## src/rtl/uart_pkg.sv

```systemverilog
`default_nettype none
// ============================================================================
// Module      : uart_pkg
// Description : FSM encodings and bit-timing constants shared by UART TX/RX.
// Revision    : 1.0 - initial release
// ============================================================================
package uart_pkg;

    typedef logic [1:0] uart_state_t;

    localparam uart_state_t IDLE  = 2'd0;
    localparam uart_state_t START = 2'd1;
    localparam uart_state_t DATA  = 2'd2;
    localparam uart_state_t STOP  = 2'd3;

    localparam int DEFAULT_CLKS_PER_BIT = 279;
    localparam int HALF_BIT             = 139;

endpackage
`default_nettype wire

```

## src/rtl/uart_transmitter_if.sv

```systemverilog
`default_nettype none
// ============================================================================
// Module      : uart_transmitter_if
// Description : User-side byte port and status/debug signals of the UART TX.
// Revision    : 1.0 - initial release
// ============================================================================
interface uart_transmitter_if;
    import uart_pkg::*;

    logic [7:0]  data_tx;
    logic        wr_en;
    logic        full;
    logic        dout;
    logic        busy;
    logic        done;
    uart_state_t state;
    logic [2:0]  index;

    modport master (
        output data_tx, wr_en,
        input  full, dout, busy, done, state, index
    );

    modport slave (
        input  data_tx, wr_en,
        output full, dout, busy, done, state, index
    );
endinterface
`default_nettype wire

```

## src/rtl/uart_tx_fifo.sv

```systemverilog
`default_nettype none
// ============================================================================
// Module      : uart_tx_fifo
// Description : Show-ahead synchronous byte FIFO; DEPTH must equal 2**AW.
// Revision    : 1.0 - initial release
// ============================================================================
module uart_tx_fifo #(
    parameter int DEPTH = 4,
    parameter int AW    = 2
) (
    input  logic       clk,
    input  logic       rst,
    input  logic       push,
    input  logic [7:0] din,
    input  logic       pop,
    output logic [7:0] dout,
    output logic       empty,
    output logic       full
);
    localparam logic [AW:0] c_DEPTH = (AW+1)'(DEPTH);

    logic [7:0]    r_mem [DEPTH];
    logic [AW-1:0] r_wr_ptr;
    logic [AW-1:0] r_rd_ptr;
    logic [AW:0]   r_count;
    logic          w_push_ok;
    logic          w_pop_ok;

    assign full      = (r_count == c_DEPTH);
    assign empty     = (r_count == '0);
    // A push while full is dropped even if a pop frees a slot the same cycle.
    assign w_push_ok = push && !full;
    assign w_pop_ok  = pop && !empty;
    assign dout      = r_mem[r_rd_ptr];

    always_ff @(posedge clk) begin
        if (rst) begin
            r_wr_ptr <= '0;
            r_rd_ptr <= '0;
            r_count  <= '0;
        end else begin
            if (w_push_ok) r_wr_ptr <= r_wr_ptr + AW'(1);
            if (w_pop_ok)  r_rd_ptr <= r_rd_ptr + AW'(1);
            case ({w_push_ok, w_pop_ok})
                2'b10:   r_count <= r_count + (AW+1)'(1);
                2'b01:   r_count <= r_count - (AW+1)'(1);
                default: r_count <= r_count;
            endcase
        end
    end

    always_ff @(posedge clk) begin
        if (w_push_ok) r_mem[r_wr_ptr] <= din;
    end

endmodule
`default_nettype wire

```

## src/rtl/uart_transmitter.sv

```systemverilog
`default_nettype none
// ============================================================================
// Module      : uart_transmitter
// Description : 8N1 UART transmitter with byte FIFO; registered, glitch-free dout.
// Revision    : 1.0 - initial release
// ============================================================================
module uart_transmitter
    import uart_pkg::*;
#(
    parameter int CLKS_PER_BIT = DEFAULT_CLKS_PER_BIT,
    parameter int FIFO_DEPTH   = 4,
    parameter int FIFO_AW      = 2
) (
    input  logic              clk,
    input  logic              rst,
    uart_transmitter_if.slave bus
);
    localparam int              c_CW   = (CLKS_PER_BIT > 1) ? $clog2(CLKS_PER_BIT) : 1;
    localparam logic [c_CW-1:0] c_LAST = c_CW'(CLKS_PER_BIT - 1);

    uart_state_t     r_state;
    logic [c_CW-1:0] r_counter;
    logic [2:0]      r_index;
    logic [7:0]      r_shreg;
    logic            r_dout;

    uart_state_t     w_state_next;
    logic [c_CW-1:0] w_counter_next;
    logic [2:0]      w_index_next;
    logic            w_dout_next;
    logic            w_pop;
    logic            w_last;
    logic [7:0]      w_fifo_dout;
    logic            w_fifo_empty;
    logic            w_fifo_full;

    uart_tx_fifo #(
        .DEPTH (FIFO_DEPTH),
        .AW    (FIFO_AW)
    ) u_fifo (
        .clk   (clk),
        .rst   (rst),
        .push  (bus.wr_en),
        .din   (bus.data_tx),
        .pop   (w_pop),
        .dout  (w_fifo_dout),
        .empty (w_fifo_empty),
        .full  (w_fifo_full)
    );

    assign w_last = (r_counter == c_LAST);

    always_ff @(posedge clk) begin
        if (rst) begin
            r_state   <= IDLE;
            r_counter <= '0;
            r_index   <= '0;
            r_shreg   <= '0;
            r_dout    <= 1'b1;
        end else begin
            r_state   <= w_state_next;
            r_counter <= w_counter_next;
            r_index   <= w_index_next;
            r_dout    <= w_dout_next;
            if (w_pop) r_shreg <= w_fifo_dout;
        end
    end

    always_comb begin
        w_state_next   = r_state;
        w_counter_next = r_counter + c_CW'(1);
        w_index_next   = r_index;
        w_pop          = 1'b0;
        case (r_state)
            IDLE: begin
                w_counter_next = '0;
                w_index_next   = '0;
                if (!w_fifo_empty) begin
                    w_pop        = 1'b1;
                    w_state_next = START;
                end
            end
            START: begin
                if (w_last) begin
                    w_counter_next = '0;
                    w_state_next   = DATA;
                end
            end
            DATA: begin
                if (w_last) begin
                    w_counter_next = '0;
                    if (r_index != 3'd7) begin
                        w_index_next = r_index + 3'd1;
                    end else begin
                        w_index_next = '0;
                        w_state_next = STOP;
                    end
                end
            end
            STOP: begin
                if (w_last) begin
                    w_counter_next = '0;
                    // Chain straight into the next start bit so frames abut.
                    if (!w_fifo_empty) begin
                        w_pop        = 1'b1;
                        w_state_next = START;
                    end else begin
                        w_state_next = IDLE;
                    end
                end
            end
            default: begin
                w_state_next   = IDLE;
                w_counter_next = '0;
                w_index_next   = '0;
            end
        endcase

        // Line level is decoded from where the FSM will be next cycle.
        case (w_state_next)
            START:   w_dout_next = 1'b0;
            DATA:    w_dout_next = r_shreg[w_index_next];
            default: w_dout_next = 1'b1;
        endcase
    end

    always_comb begin
        bus.dout  = r_dout;
        bus.full  = w_fifo_full;
        bus.busy  = (r_state != IDLE) || !w_fifo_empty;
        bus.done  = (r_state == STOP) && w_last;
        bus.state = r_state;
        bus.index = r_index;
    end

endmodule
`default_nettype wire

```

## src/flat_wrapper.sv

```systemverilog
// flat-port wrapper written by rule: the top's interface ports become plain ports
module uart_transmitter_flat import uart_pkg::*;
#(
    parameter int CLKS_PER_BIT = DEFAULT_CLKS_PER_BIT,
    parameter int FIFO_DEPTH   = 4,
    parameter int FIFO_AW      = 2
)
  (clk, rst, bus_data_tx, bus_wr_en, bus_full, bus_dout, bus_busy, bus_done, bus_state, bus_index);
  uart_transmitter_if bus_i ();
  input  logic clk;
  input  logic rst;
  input wire logic [$bits(bus_i.data_tx)-1:0] bus_data_tx;
  input wire logic [$bits(bus_i.wr_en)-1:0] bus_wr_en;
  output wire logic [$bits(bus_i.full)-1:0] bus_full;
  output wire logic [$bits(bus_i.dout)-1:0] bus_dout;
  output wire logic [$bits(bus_i.busy)-1:0] bus_busy;
  output wire logic [$bits(bus_i.done)-1:0] bus_done;
  output wire logic [$bits(bus_i.state)-1:0] bus_state;
  output wire logic [$bits(bus_i.index)-1:0] bus_index;
  assign bus_i.data_tx = bus_data_tx;
  assign bus_i.wr_en = bus_wr_en;
  assign bus_full = bus_i.full;
  assign bus_dout = bus_i.dout;
  assign bus_busy = bus_i.busy;
  assign bus_done = bus_i.done;
  assign bus_state = bus_i.state;
  assign bus_index = bus_i.index;
  uart_transmitter #(.CLKS_PER_BIT(CLKS_PER_BIT), .FIFO_DEPTH(FIFO_DEPTH), .FIFO_AW(FIFO_AW)) u_core (.clk(clk), .rst(rst), .bus(bus_i));
endmodule
```

## config.mk

```make
export PLATFORM = sky130hd
export DESIGN_NAME = uart_transmitter_flat
export DESIGN_NICKNAME = d
export VERILOG_FILES = /design/src/rtl/uart_pkg.sv /design/src/rtl/uart_transmitter_if.sv /design/src/rtl/uart_tx_fifo.sv /design/src/rtl/uart_transmitter.sv /design/src/flat_wrapper.sv
export SDC_FILE = /design/constraint.sdc
export NUM_CORES = 1
export LEC_CHECK = 0
export CAP_MARGIN = 40
export CORE_ASPECT_RATIO = 0.5
export CORE_MARGIN = 2
export CORE_UTILIZATION = 40
export CTS_CLUSTER_SIZE = 40
export DETAILED_ROUTE_END_ITERATION = 7
export GPL_ROUTABILITY_DRIVEN = 0
export PLACE_DENSITY_LB_ADDON = 0.12
export SLEW_MARGIN = 20
export SYNTH_ARGS = -nofsm -noshare
export SYNTH_HDL_FRONTEND = slang
export SYNTH_SLANG_ARGS = --single-unit
```

## constraint.sdc

```tcl
create_clock -name clk -period 2.6 [get_ports clk]
set_input_delay 0.65 -clock clk [delete_from_list [all_inputs] [get_ports clk]]
set_output_delay 0.65 -clock clk [all_outputs]
set_load 0.1 [all_outputs]
```

Word level (Yosys, flattened, before mapping). Memory sizes are Yosys's and may differ from the RTL's. A register that Yosys moved wholly into a read port is not among the register bits. Index checks and enable logic that the tools add are counted.

Register bits after elaboration: 22. Memory bits (writable): 32. Memories: 1. Word-level logic and storage cells: 57. Input port bits: 11.

Order comparisons: 1. Reductions and logical operators: 11. Equal/unequal tests: 10. $add $sub $neg: 6. Mux-type cells: 21.

Memories: u_core.u_fifo.r_mem (words 4, width 8, read ports 1, clocked after memory_dff 1, wr ports 1, RTL line uart_tx_fifo.sv:22) `logic [7:0] r_mem [DEPTH];`.

Operators with widths (number): $pmux 9 s2 (1); $pmux 3 s2 (2); $mux 2 (5); $add 9x1->9 const B (1); $eq 9x9->1 const B (1); $mux 9 (1); $eq 2x2->1 const B (4); $pmux 2 s4 (1); $add 3x1->3 const B (2); $eq 2x1->1 const B (3); $mux 1 (6); $mux 3 (2); $add 2x1->2 const B (2); $lt 3x4->1 const B (1); $pmux 1 s2 (2); $reduce_bool 2->1 (2); $bmux 1 s3 (1); $eq 3x3->1 const B (1); $logic_and 1x1->1 (3); $logic_not 3->1 (1); $ne 3x3->1 const B (1); $reduce_or 3->1 (1); $sub 3x1->3 const B (1); $logic_not 1->1 (2); other kinds (2) (2).

Depth between registers and ports, before layout.
Depth after elaboration: 7. Gate-level depth with buffers: 12. Mapped depth without buffers: 11.

Cells and area by module. A second synthesis with hierarchy kept.

Cells, all modules: 234. Area total of the unflattened synthesis: 2944.1 um^2.

By module, submodules not included: uart_tx_fifo (times used 1, cells each 96, area each 1635.3 um^2, seq. area each 1141.1 um^2); uart_transmitter (times used 1, cells each 138, area each 1308.8 um^2, seq. area each 460.4 um^2).

Worst setup path after synthesis. No wires, ideal clock.

Path kind: register to register. Start: reg u_core.r_state[0] (netlist: u_core.bus.state[0]). End: reg u_core.u_fifo.r_count[2]. Path buffers: 1. Cell stages (with the launch flop): 11. Required time: 2.530 ns. Arrival: 3.293 ns. Setup slack: -0.763 ns. Clock period less this slack: 3.363 ns. Path through: dfxtp_1 -> inv_1 -> ha_1 -> nor3_1 -> buf_4 -> ha_1 -> inv_1 -> fa_1 -> xor2_1 -> or3_1 -> a21oi_1.

Cells in the longest elaborated chain, start to end: 5. Elaborated cells between the ends (all ways): 8.

Ends and longest elaborated chain: start, declared (RTL line uart_transmitter.sv:21) `uart_state_t r_state;`; start signal, assigned (RTL line uart_transmitter.sv:61) `r_state <= w_state_next;`; $eq 2x2->1 / $logic_not 2->1 (equally long branches) (RTL line uart_transmitter.sv:74) `case (r_state)`; $pmux 1 s2 * (RTL line uart_transmitter.sv:74); $logic_and 1x1->1 * (RTL line uart_tx_fifo.sv:33) `assign w_pop_ok = pop && !empty;`; via u_core.u_fifo.w_pop_ok (RTL line uart_tx_fifo.sv:27) `logic w_pop_ok;`; $eq 2x1->1 / $eq 2x2->1 (equally long branches) (RTL line uart_tx_fifo.sv:44) `case ({w_push_ok, w_pop_ok})`; $pmux 3 s2 / $reduce_bool 2->1 (equally long branches); end signal, assigned (RTL line uart_tx_fifo.sv:45) `2'b10: r_count <= r_count + (AW+1)'(1);`; end signal, assigned (RTL line uart_tx_fifo.sv:46) `2'b01: r_count <= r_count - (AW+1)'(1);`; end signal, assigned (RTL line uart_tx_fifo.sv:47) `default: r_count <= r_count;`; end, declared (RTL line uart_tx_fifo.sv:25) `logic [AW:0] r_count;`.

Mark *: on every way through the listed nets, which the timed path passes. The rest lies on a longest branch. A chain may end at the register's enable or synchronous reset.

Worst setup path after layout.
Start: reg u_core.r_counter[0]. End: reg u_core.u_fifo.r_count[2].

Cells in the longest elaborated chain, start to end: 6. Elaborated cells between the ends (all ways): 8.

Ends and longest elaborated chain: start, declared (RTL line uart_transmitter.sv:22) `logic [c_CW-1:0] r_counter;`; start signal, assigned (RTL line uart_transmitter.sv:62) `r_counter <= w_counter_next;`; $eq 9x9->1 * (RTL line uart_transmitter.sv:51) `assign w_last = (r_counter == c_LAST);`; $mux 1 * (RTL line uart_transmitter.sv:101) `if (w_last) begin`; $pmux 1 s2 * (RTL line uart_transmitter.sv:74); $logic_and 1x1->1 * (RTL line uart_tx_fifo.sv:33); $eq 2x1->1 / $eq 2x2->1 (equally long branches) (RTL line uart_tx_fifo.sv:44); $pmux 3 s2 / $reduce_bool 2->1 (equally long branches).

Mark *: on every way between the ends. The rest lies on a longest branch, timed or not.

==> metrics.yaml <==
vias: 1774
hold_path.class: "register to register"
fin_crit_sh_pct: 93.46
crit_chain: "inv_1 -> ha_2 -> and4bb_4 -> a31oi_4 -> nor3_4 -> ha_4 -> inv_1 -> fa_2 -> xor2_1 -> or3_1 -> a21oi_1"
layout.cells.non_filler: 356
p_leak_nw: 1.276
outcome: "complete, no violations"
fin_skew_ns: 0.007921
fin_nets: 284
r2r_end: "u_core.u_fifo.r_count[2]$_SDFFE_PP0P_"
cts_resized: 0
hpwl_um: 3772
drtAntennaViolNets: 0
power_mw: 3.567
yosysUniqueCellTypes: 48
hold_path_depth: 1
wl_um: 5354
synth_top_cell_by_area: "edfxtp_1"
worst_pin_slew_ns: 0.6426
endpoint_kind: "register"
avgRoutedWirePerCell_um: 15.04
path_max_fanout: 5
grt_max_degree: 13
antenna_found_initial: 0
cts_tree: "yes"
fp.coreArea_um2: 6832
cp.arrival_ns: 2.68
fmax_mhz: 411.5
holdPathEnd: "u_core.r_counter[0]$_SDFF_PP0_"
timing.critical_path.slowest_cell_delay_ns: 0.38
path_class: "register to register"
clk_pin_slew_ns: 0.05
ys_seq_area_share_pct: 54.03
setup-tns-final_ns: 0
cp.required_ns: 2.85
placed_cells: 340
period_minus_slack_ns: 2.430
finalHoldViolCount: 0
clock_latency_ns: 0.32
synth_top_area_share_pct: 33.25
regToRegSetupSlack_ns: 0.17
startpoint_type: "register"
grt_pass1_vias: 1877
htree_levels: 3
drc: 0
cts_buffers: 9
regArea_um2: 1569
num_rows: 21
slew_violations: 0
cts_buffer_depth: 2
max-slew-margin-rel_pct: 57.10
synthCells: 228
diodes: 0
hp-start: "u_core.r_counter[0]$_SDFF_PP0_"
grt_first_pass_wirelength_um: 9273
synthesis.area_um2: 2890
p_per_area_nw_per_um2: 1011
portBuffers: 19
avgSynthCellArea_um2: 12.68
r2r_cells: 11
syn_nets: 253
pin_count: 20
ir_drop_uv: 428.8
ys.flop_type: "edfxtp_1"
synth_edf_count: 32
setup_viol: 0
worst_path_most_repeated_cell: "inv_1"
drt-initial-drc-count: 70
nFillCells: 614
root_buffer: "clkbuf_16"
slowest_stage: "fa_2"
clock-sinks: 62
dieArea_um2: 7963
firstDrtPassIters: 4
yosys_warnings: 0
cts_hold_buf: 0
ys_ff_latch: 62
areaGrowthSynthToFinish_pct: 22.12
overflow: 0
yosys-top-cells-area: "edfxtp_1 (33%), dfxtp_1 (21%), mux4_2 (6.2%)"
final_util_pct: 51.67
rr_startpoint: "u_core.r_counter[0]$_SDFF_PP0_"
dieHeight_um: 64.11
track_usage_pct: 15.47
multiInputGateArea_um2: 1280
async_reset_ff_share_pct: 0
max_cap_violations: 0
drive_gt1_share_pct: 24.24
routed_via_density: 4.983
rsz0062_at_grt: "false"
die_w_um: 124.2
start_util_pct: 42.31
==> cell usage in the layout (no fill, tap or decap), types with 4 or more instances in the layout <==
cell,Yosys,layout
edfxtp_1,32,32
nor2_1,31,31
dfxtp_1,30,28
buf_4,1,17
inv_1,12,12
ha_1,13,11
mux2i_1,10,10
clkdlybuf4s50_1,0,10
clkbuf_16,0,9
a21oi_1,8,8
nand2_1,9,8
mux4_2,8,8
xor2_1,7,7
and2_1,6,6
nand3_1,5,5
xnor2_1,5,5
nand2b_1,4,4
==> cell usage after synthesis (2+ instances only) <==
master      n
o21ai_0     2
nand3_1     5
nor2b_1     2
ha_1       13
nor2_1     31
a31oi_1     2
inv_1      12
nor3_1      4
dfxtp_1    30
a211oi_2    2
and3_2      2
mux2i_1    10
and2_1      6
a21oi_1     8
nand4bb_4   2
edfxtp_1   32
nand2_1     9
and4bb_4    2
clkbuf_1    4
nand2b_1    4
mux4_2      8
nor3_4      2
xor2_1      7
xnor2_1     5
==> routing by layer <==
metal	up-vias	wire length [um]	GRT usage, %
li1	874	-	-
met1	863	2630	19.51
met2	27	2419	24.25
met3	10	228	6.365
met4	0	74	5.478
met5	-	0	0
==> critical path, delay by kind of cell, from the launching register on <==
kind	cells	cell delay [ns]
AO/OA/AOI/OAI	2	0.25
XOR/XNOR	1	0.16
adder cells (fa/ha/maj)	3	0.74
buffers and inverters	2	0.13
flip-flops	1	0.33
AND/OR/NAND/NOR	3	0.74
==> per-stage QoR <==
| stage | worst slack (ns) | hold slack [ns] | area (um2) |
|---|---|---|---|
| final | 0.1701 | 0.4679 | 3530 |
| after detailed placement | 0.05910 | 0.4632 | 3257 |
| after CTS | 0.08527 | 0.4738 | 3530 |
| after global placement | 0.1355 | 0.4522 | 3257 |
| after floorplan | 0.003240 | 0.4376 | 2949 |
| after global routing | 0.03367 | 0.5206 | 3530 |
==> registers in the layout (all words and copies together), names as in the netlist <==
signal	cells
u_core.u_fifo.r_count	3
u_core.u_fifo.r_mem	32
u_core.u_fifo.r_wr_ptr	2
u_core.r_shreg	8
u_core.bus.dout	1
u_core.u_fifo.r_rd_ptr	2
u_core.bus.index	3
u_core.r_counter	9
u_core.bus.state	2
==> final cells by class <==
class                   instances  area share (%)
repair buffers                 28           7.019
well taps                      92           3.261
clock inverters                 3          0.6381
flip-flops and latches         62           44.45
multi-input cells             146           36.26
inverters                      12           1.276
clock buffers                  13           7.090
==> cells by family (layout without fill, tap and decap cells) <==
group / Yosys count / in the layout / share of synthesized area (%)
DFF: 62 / 62 / 54.03
muxes: 18 / 18 / 9.697
buffers and inverters: 20 / 56 / 3.333
AOI/OAI and AO/OA: 24 / 24 / 6.623
xor gates and xnor gates: 12 / 12 / 3.636
and+or+nand+nor: 78 / 78 / 16.36
adders and majority gates: 14 / 14 / 6.321
==> where the power goes <==
part / switching, mW / internal, mW
combinational: 0.704 / 0.470
clock: 0.401 / 0.670
sequential: 0.117 / 1.21
total: 1.22 / 2.35
==> timing repair <==
action,4_1_cts,5_1_grt
setup endpoints to repair,0,1
endpoints found under the hold margin,0,0
buffers inserted,0,0
==> worst max path at each step <==
stage | from | endpoint | depth (start not counted)
floorplan | u_core.bus.index[0]$_SDFF_PP0_ | u_core.bus.dout$_SDFF_PP1_ | 8
global placement | bus_wr_en | u_core.u_fifo.r_count[2]$_SDFFE_PP0P_ | 9
detailed placement | bus_wr_en | u_core.u_fifo.r_count[2]$_SDFFE_PP0P_ | 9
CTS | u_core.r_counter[0]$_SDFF_PP0_ | u_core.u_fifo.r_count[2]$_SDFFE_PP0P_ | 11
global route | u_core.r_counter[0]$_SDFF_PP0_ | u_core.u_fifo.r_count[2]$_SDFFE_PP0P_ | 11
finish | u_core.r_counter[0]$_SDFF_PP0_ | u_core.u_fifo.r_count[2]$_SDFFE_PP0P_ | 11
Power figures use the tool's default switching activity.
